$ cat config.mk
export PLATFORM = sky130hd
export DESIGN_NAME = cvxif_result_queue
export DESIGN_NICKNAME = d
export VERILOG_FILES = /design/src/rtl/cvxif_result_queue.sv
export SDC_FILE = /design/constraint.sdc
export NUM_CORES = 1
export LEC_CHECK = 0
export ABC_CLOCK_PERIOD_IN_PS = 4450
export BUFFER_PORTS_ARGS = -buffer_cell sky130_fd_sc_hd__buf_4
export CAP_MARGIN = 15
export CORE_ASPECT_RATIO = 1.2
export CORE_MARGIN = 10
export CORE_UTILIZATION = 30
export DETAILED_ROUTE_END_ITERATION = 16
export SKIP_CTS_REPAIR_TIMING = 1
export SYNTH_ARGS = -nofsm -noshare
export SYNTH_HDL_FRONTEND = slang
export SYNTH_SLANG_ARGS = --single-unit
export TNS_END_PERCENT = 20
$ cat constraint.sdc
create_clock -name clk_i -period 4.45 [get_ports clk_i]
set_input_delay 0.6675 -clock clk_i [delete_from_list [all_inputs] [get_ports clk_i]]
set_output_delay 0.6675 -clock clk_i [all_outputs]
set_load 0.01 [all_outputs]
$ cat src/rtl/cvxif_result_queue.sv
`default_nettype none
// +----------------------------------------------------------------------------+
// | Module   : cvxif_result_queue                                              |
// | Brief    : In-order coprocessor result buffer released on core commit.     |
// |            Optional macro CVXIF_RESULT_QUEUE_KILL_FILTER_EN drops killed   |
// |            results instead of forwarding them.                             |
// | Revision : 1.0                                                             |
// +----------------------------------------------------------------------------+

package cvxif_pkg;
    localparam int X_ID_WIDTH = 4;

    typedef struct packed {
        logic [X_ID_WIDTH-1:0] id;
        logic [31:0]           data;
        logic [4:0]            rd;
        logic                  we;
        logic                  exc;
        logic [5:0]            exccode;
    } x_result_t;

    typedef struct packed {
        logic [X_ID_WIDTH-1:0] id;
        logic                  x_commit_kill;
    } x_commit_t;
endpackage

module cvxif_result_queue
    import cvxif_pkg::*;
#(
    parameter int DEPTH  = 4,
    parameter int NumIds = 2**cvxif_pkg::X_ID_WIDTH
) (
    input  logic                     clk_i,
    input  logic                     rst_ni,
    input  logic                     flush_i,
    input  logic                     cp_result_valid_i,
    output logic                     cp_result_ready_o,
    input  x_result_t                cp_result_i,
    input  logic                     x_commit_valid_i,
    input  x_commit_t                x_commit_i,
    output logic                     core_result_valid_o,
    input  logic                     core_result_ready_i,
    output x_result_t                core_result_o,
    output logic [$clog2(DEPTH):0]   usage_o
);

    localparam int               c_addr_w = $clog2(DEPTH);
    localparam logic [c_addr_w:0] c_full  = (c_addr_w+1)'(DEPTH);

    typedef enum logic [1:0] {
        HEAD_EMPTY,
        HEAD_WAIT,
        HEAD_READY,
        HEAD_DROP
    } head_state_e;

    x_result_t             r_mem [DEPTH];
    logic [c_addr_w-1:0]   r_wr_ptr;
    logic [c_addr_w-1:0]   r_rd_ptr;
    logic [c_addr_w:0]     r_count;
    logic [NumIds-1:0]     r_committed;
    logic [NumIds-1:0]     w_committed_nxt;

    x_result_t             w_head;
    head_state_e           w_head_state;
    logic                  w_push;
    logic                  w_pop;

    assign w_head = r_mem[r_rd_ptr];

`ifdef CVXIF_RESULT_QUEUE_KILL_FILTER_EN
    logic [NumIds-1:0]     r_killed;
    logic [NumIds-1:0]     w_killed_nxt;
`else
    logic                  w_unused_kill;
    assign w_unused_kill = x_commit_i.x_commit_kill;
`endif

    always_comb begin
        w_head_state = HEAD_EMPTY;
        if (r_count != '0) begin
            if (!r_committed[w_head.id]) begin
                w_head_state = HEAD_WAIT;
            end
`ifdef CVXIF_RESULT_QUEUE_KILL_FILTER_EN
            else if (r_killed[w_head.id]) begin
                w_head_state = HEAD_DROP;
            end
`endif
            else begin
                w_head_state = HEAD_READY;
            end
        end
    end

    // Space is judged on the registered count only, so a full queue never
    // accepts a push even when the head leaves in the same cycle.
    assign cp_result_ready_o   = (r_count != c_full);
    assign w_push              = cp_result_valid_i && cp_result_ready_o;
    assign w_pop               = ((w_head_state == HEAD_READY) && core_result_ready_i)
                               || (w_head_state == HEAD_DROP);
    assign core_result_valid_o = (w_head_state == HEAD_READY);
    assign core_result_o       = (r_count != '0) ? w_head : '0;
    assign usage_o             = r_count;

    // Consuming the head clears its status; a same-cycle commit wins.
    always_comb begin
        w_committed_nxt = r_committed;
        if (w_pop) begin
            w_committed_nxt[w_head.id] = 1'b0;
        end
        if (x_commit_valid_i) begin
            w_committed_nxt[x_commit_i.id] = 1'b1;
        end
    end

`ifdef CVXIF_RESULT_QUEUE_KILL_FILTER_EN
    always_comb begin
        w_killed_nxt = r_killed;
        if (w_pop) begin
            w_killed_nxt[w_head.id] = 1'b0;
        end
        if (x_commit_valid_i && x_commit_i.x_commit_kill) begin
            w_killed_nxt[x_commit_i.id] = 1'b1;
        end
    end

    always_ff @(posedge clk_i or negedge rst_ni) begin
        if (!rst_ni) begin
            r_killed <= '0;
        end else if (flush_i) begin
            r_killed <= '0;
        end else begin
            r_killed <= w_killed_nxt;
        end
    end
`endif

    always_ff @(posedge clk_i or negedge rst_ni) begin
        if (!rst_ni) begin
            r_wr_ptr    <= '0;
            r_rd_ptr    <= '0;
            r_count     <= '0;
            r_committed <= '0;
        end else if (flush_i) begin
            r_wr_ptr    <= '0;
            r_rd_ptr    <= '0;
            r_count     <= '0;
            r_committed <= '0;
        end else begin
            r_committed <= w_committed_nxt;
            if (w_push) begin
                r_wr_ptr <= r_wr_ptr + 1'b1;
            end
            if (w_pop) begin
                r_rd_ptr <= r_rd_ptr + 1'b1;
            end
            case ({w_push, w_pop})
                2'b10:   r_count <= r_count + 1'b1;
                2'b01:   r_count <= r_count - 1'b1;
                default: r_count <= r_count;
            endcase
        end
    end

    // Payload storage needs no reset: entries are only visible while counted.
    always_ff @(posedge clk_i) begin
        if (w_push) begin
            r_mem[r_wr_ptr] <= cp_result_i;
        end
    end

endmodule

`default_nettype wire

==> metrics <==
r2r worst-path depth 10; routed vias/inst 4.70; Tmin final 3.83 ns; syn nets 517; Startpoint Class flip-flop; Crit Path Max Fanout 20; Max Buffers Root-to-Sink 3; Core Region 0.0288 mm2; Final Power 5.30 mW; Worst Skew 0.0133 ns; Worst slew margin 35.5%; Filler Cell Count 2701; Final period util 86.1%; Final Routed Wirelength 19600 um; unrepaired setup endpoints after global routing false; critical path's top delay family multiplexers; worst hold-check path type input port to async pin; Worst Slack Setup Final 0.617 ns; status complete, no violations; CTS tree done; Final nets 641; initial DRC count 297; pre-CTS setup slack 0.600 ns; area share of the leading cell type in the synthesized netlist 67.3%; Critical Path Sink usage_o[2]; cell breakdown of the critical path mux4_2, mux2i_1, a22oi_1, nand3_1, a211o_1, nor2_1, fa_1, and3_1, mux2i_1, mux2_2; Setup crit start r_rd_ptr[0]; Initial Util 30.4%; Vias 4605; reg2reg end usage_o[2]; yosys warns 0; Slew Limit Fails 0; Worst Path Arrival 4.23 ns; Power per Cell Area 492 mW/mm2; total CTS buffers 24; initial antenna violation count 2; clock root buffer master clkbuf_16; Remaining Overflow, GRT 0; ANT nets after route 0; Cell variety after synth 36; cell repeated most along the worst path mux2i_1; fin util 37.5%; Row Count 68; clock sinks 219; Slew @ Worst Pin 0.968 ns; CTS H-Tree Depth 1; r2r setup slk 0.62 ns; vias in the first global route 5086; max cap viols 0; Bufs and invs on worst path 0; syn_area_per_cell 19.4 um2; DR WL/cell 20.0 um; final hold vios 0; Layout area overhead 23.1%; # DRC 0; CP Depth 10; die area 0.0364 mm2; most frequent cells in the layout edfxtp_1 (196), buf_4 (121), nor2b_1 (53); commonest non-fill, non-tap cell in the layout edfxtp_1; CTS clk-pin slew, worst paths 0.06 ns; setup total negative slack 0 ns; synth top area cells edfxtp_1 (67%), mux4_2 (13%), dfrtp_1 (6.6%); reg2reg start r_rd_ptr[0]; GPL Wtd Cong 0.778; Synth Instances 452; critical path class flip-flop to flip-flop; Yosys reg bits 219; largest net degree at the start of global routing 52; Post-Syn Area 0.00875 mm2; Req. time, crit path 4.84 ns; layout cells sized above 1 36.0%; worst skew pair latency 0.51 ns; Leak 3.70 nW; Die Wd 176 um; Max stage delay cell, worst path mux4_2; die height 207 um; max frequency 261 MHz; First-pass DRT Iterations 5; Crit path largest cell delay 0.75 ns; Buffers on Ports 112; sequential cell area 0.00647 mm2; dpl hpwl 12300 um; CP Capture Type flip-flop; final setup fails 0; first-pass GRT wire length 29700 um; Synth area leader edfxtp_1; Peak VDD IR 0.360 mV; Multi-input gate area 0.00216 mm2; sequential share of the synthesized area 73.9%; overall routing resource usage 10.5%; I/O Pins 114
cell type report:
class | count | share of cell area (%)
multi-input cells | 205 | 20.1
well taps | 385 | 4.47
diodes | 2 | 0.0465
flip-flops and latches | 219 | 60.0
clock buffers | 30 | 5.98
clock inverters | 12 | 0.778
repair buffers | 121 | 8.43
inverters | 5 | 0.174
state kept, by name, indices dropped and copies added, names as in the netlist:
name and cells:
r_wr_ptr 2, usage_o 3, r_rd_ptr 2, r_committed 16, r_mem 196
per-stage QoR:
step	cell area, um2	cells	hold WS [ns]
CTS	10800	977	0.0308
detailed placement	10000	935	0.536
floorplan	8750	452	0.372
global placement	10000	935	0.518
finish	10800	979	0.0384
global route	10800	977	0.0412
cell usage after synthesis:
library cell / count
buf_6: 3
dfrtp_1: 23
o21ai_0: 9
edfxtp_1: 196
or3b_2: 1
nor3_1: 1
o311ai_1: 8
mux2i_1: 10
nand3_1: 1
or2_2: 3
clkbuf_1: 13
a21oi_1: 2
buf_1: 5
nor2_1: 12
o311ai_0: 8
buf_2: 1
nand2_1: 8
a2111oi_0: 1
buf_4: 1
and2_1: 2
xnor2_1: 3
nand3b_1: 1
inv_1: 5
ha_1: 4
fa_1: 1
nand4_1: 1
o21ai_1: 7
mux4_2: 49
mux2_2: 2
nor2b_1: 53
or3_1: 1
a211o_1: 1
nand2b_1: 6
a22oi_1: 4
and3_1: 5
xor2_1: 1
per-layer routing:
| layer | routed length [um] | global-route usage, % |
|---|---|---|
| met1 | 8140 | 12.9 |
| met2 | 9790 | 17.5 |
| met3 | 1300 | 3.02 |
| met4 | 370 | 2.92 |
| met5 | 13 | 0 |
power by group:
group / internal [mW] / switching (mW) / total (mW)
logic: 0.467 / 0.547 / 1.01
registers: 2.39 / 0.0555 / 2.45
clock network: 1.08 / 0.759 / 1.84
worst min-delay path by stage:
stage / slack, ns / startpoint / cells after the start / end
after global routing: 0.04 / rst_ni / 1 / r_committed[7]
after CTS: 0.03 / rst_ni / 1 / r_committed[10]
after floorplan: 0.37 / rst_ni / 0 / r_committed[0]
final: 0.04 / rst_ni / 1 / r_committed[10]
after global placement: 0.52 / r_committed[15] / 2 / r_committed[15]
after detailed placement: 0.54 / r_committed[15] / 2 / r_committed[15]
cells by family after synthesis:
group                    share of synthesized area [%]
AO/OA/AOI/OAI                                     3.18
XOR/XNOR                                         0.401
multiplexers                                      14.0
AND/OR/NAND/NOR                                   6.24
flip-flops                                        73.9
adder cells (fa/ha/maj)                          0.801
buffers and inverters                             1.52
worst reg2reg max path: cells and delay by family (launching register included):
kind                       cells  cell delay [ns]
muxes                          4             1.51
AOI/OAI and AO/OA              2             0.68
DFF                            1             0.67
and+or+nand+nor                3             0.44
adders and majority gates      1             0.41
(Power assumes the default switching activity.)
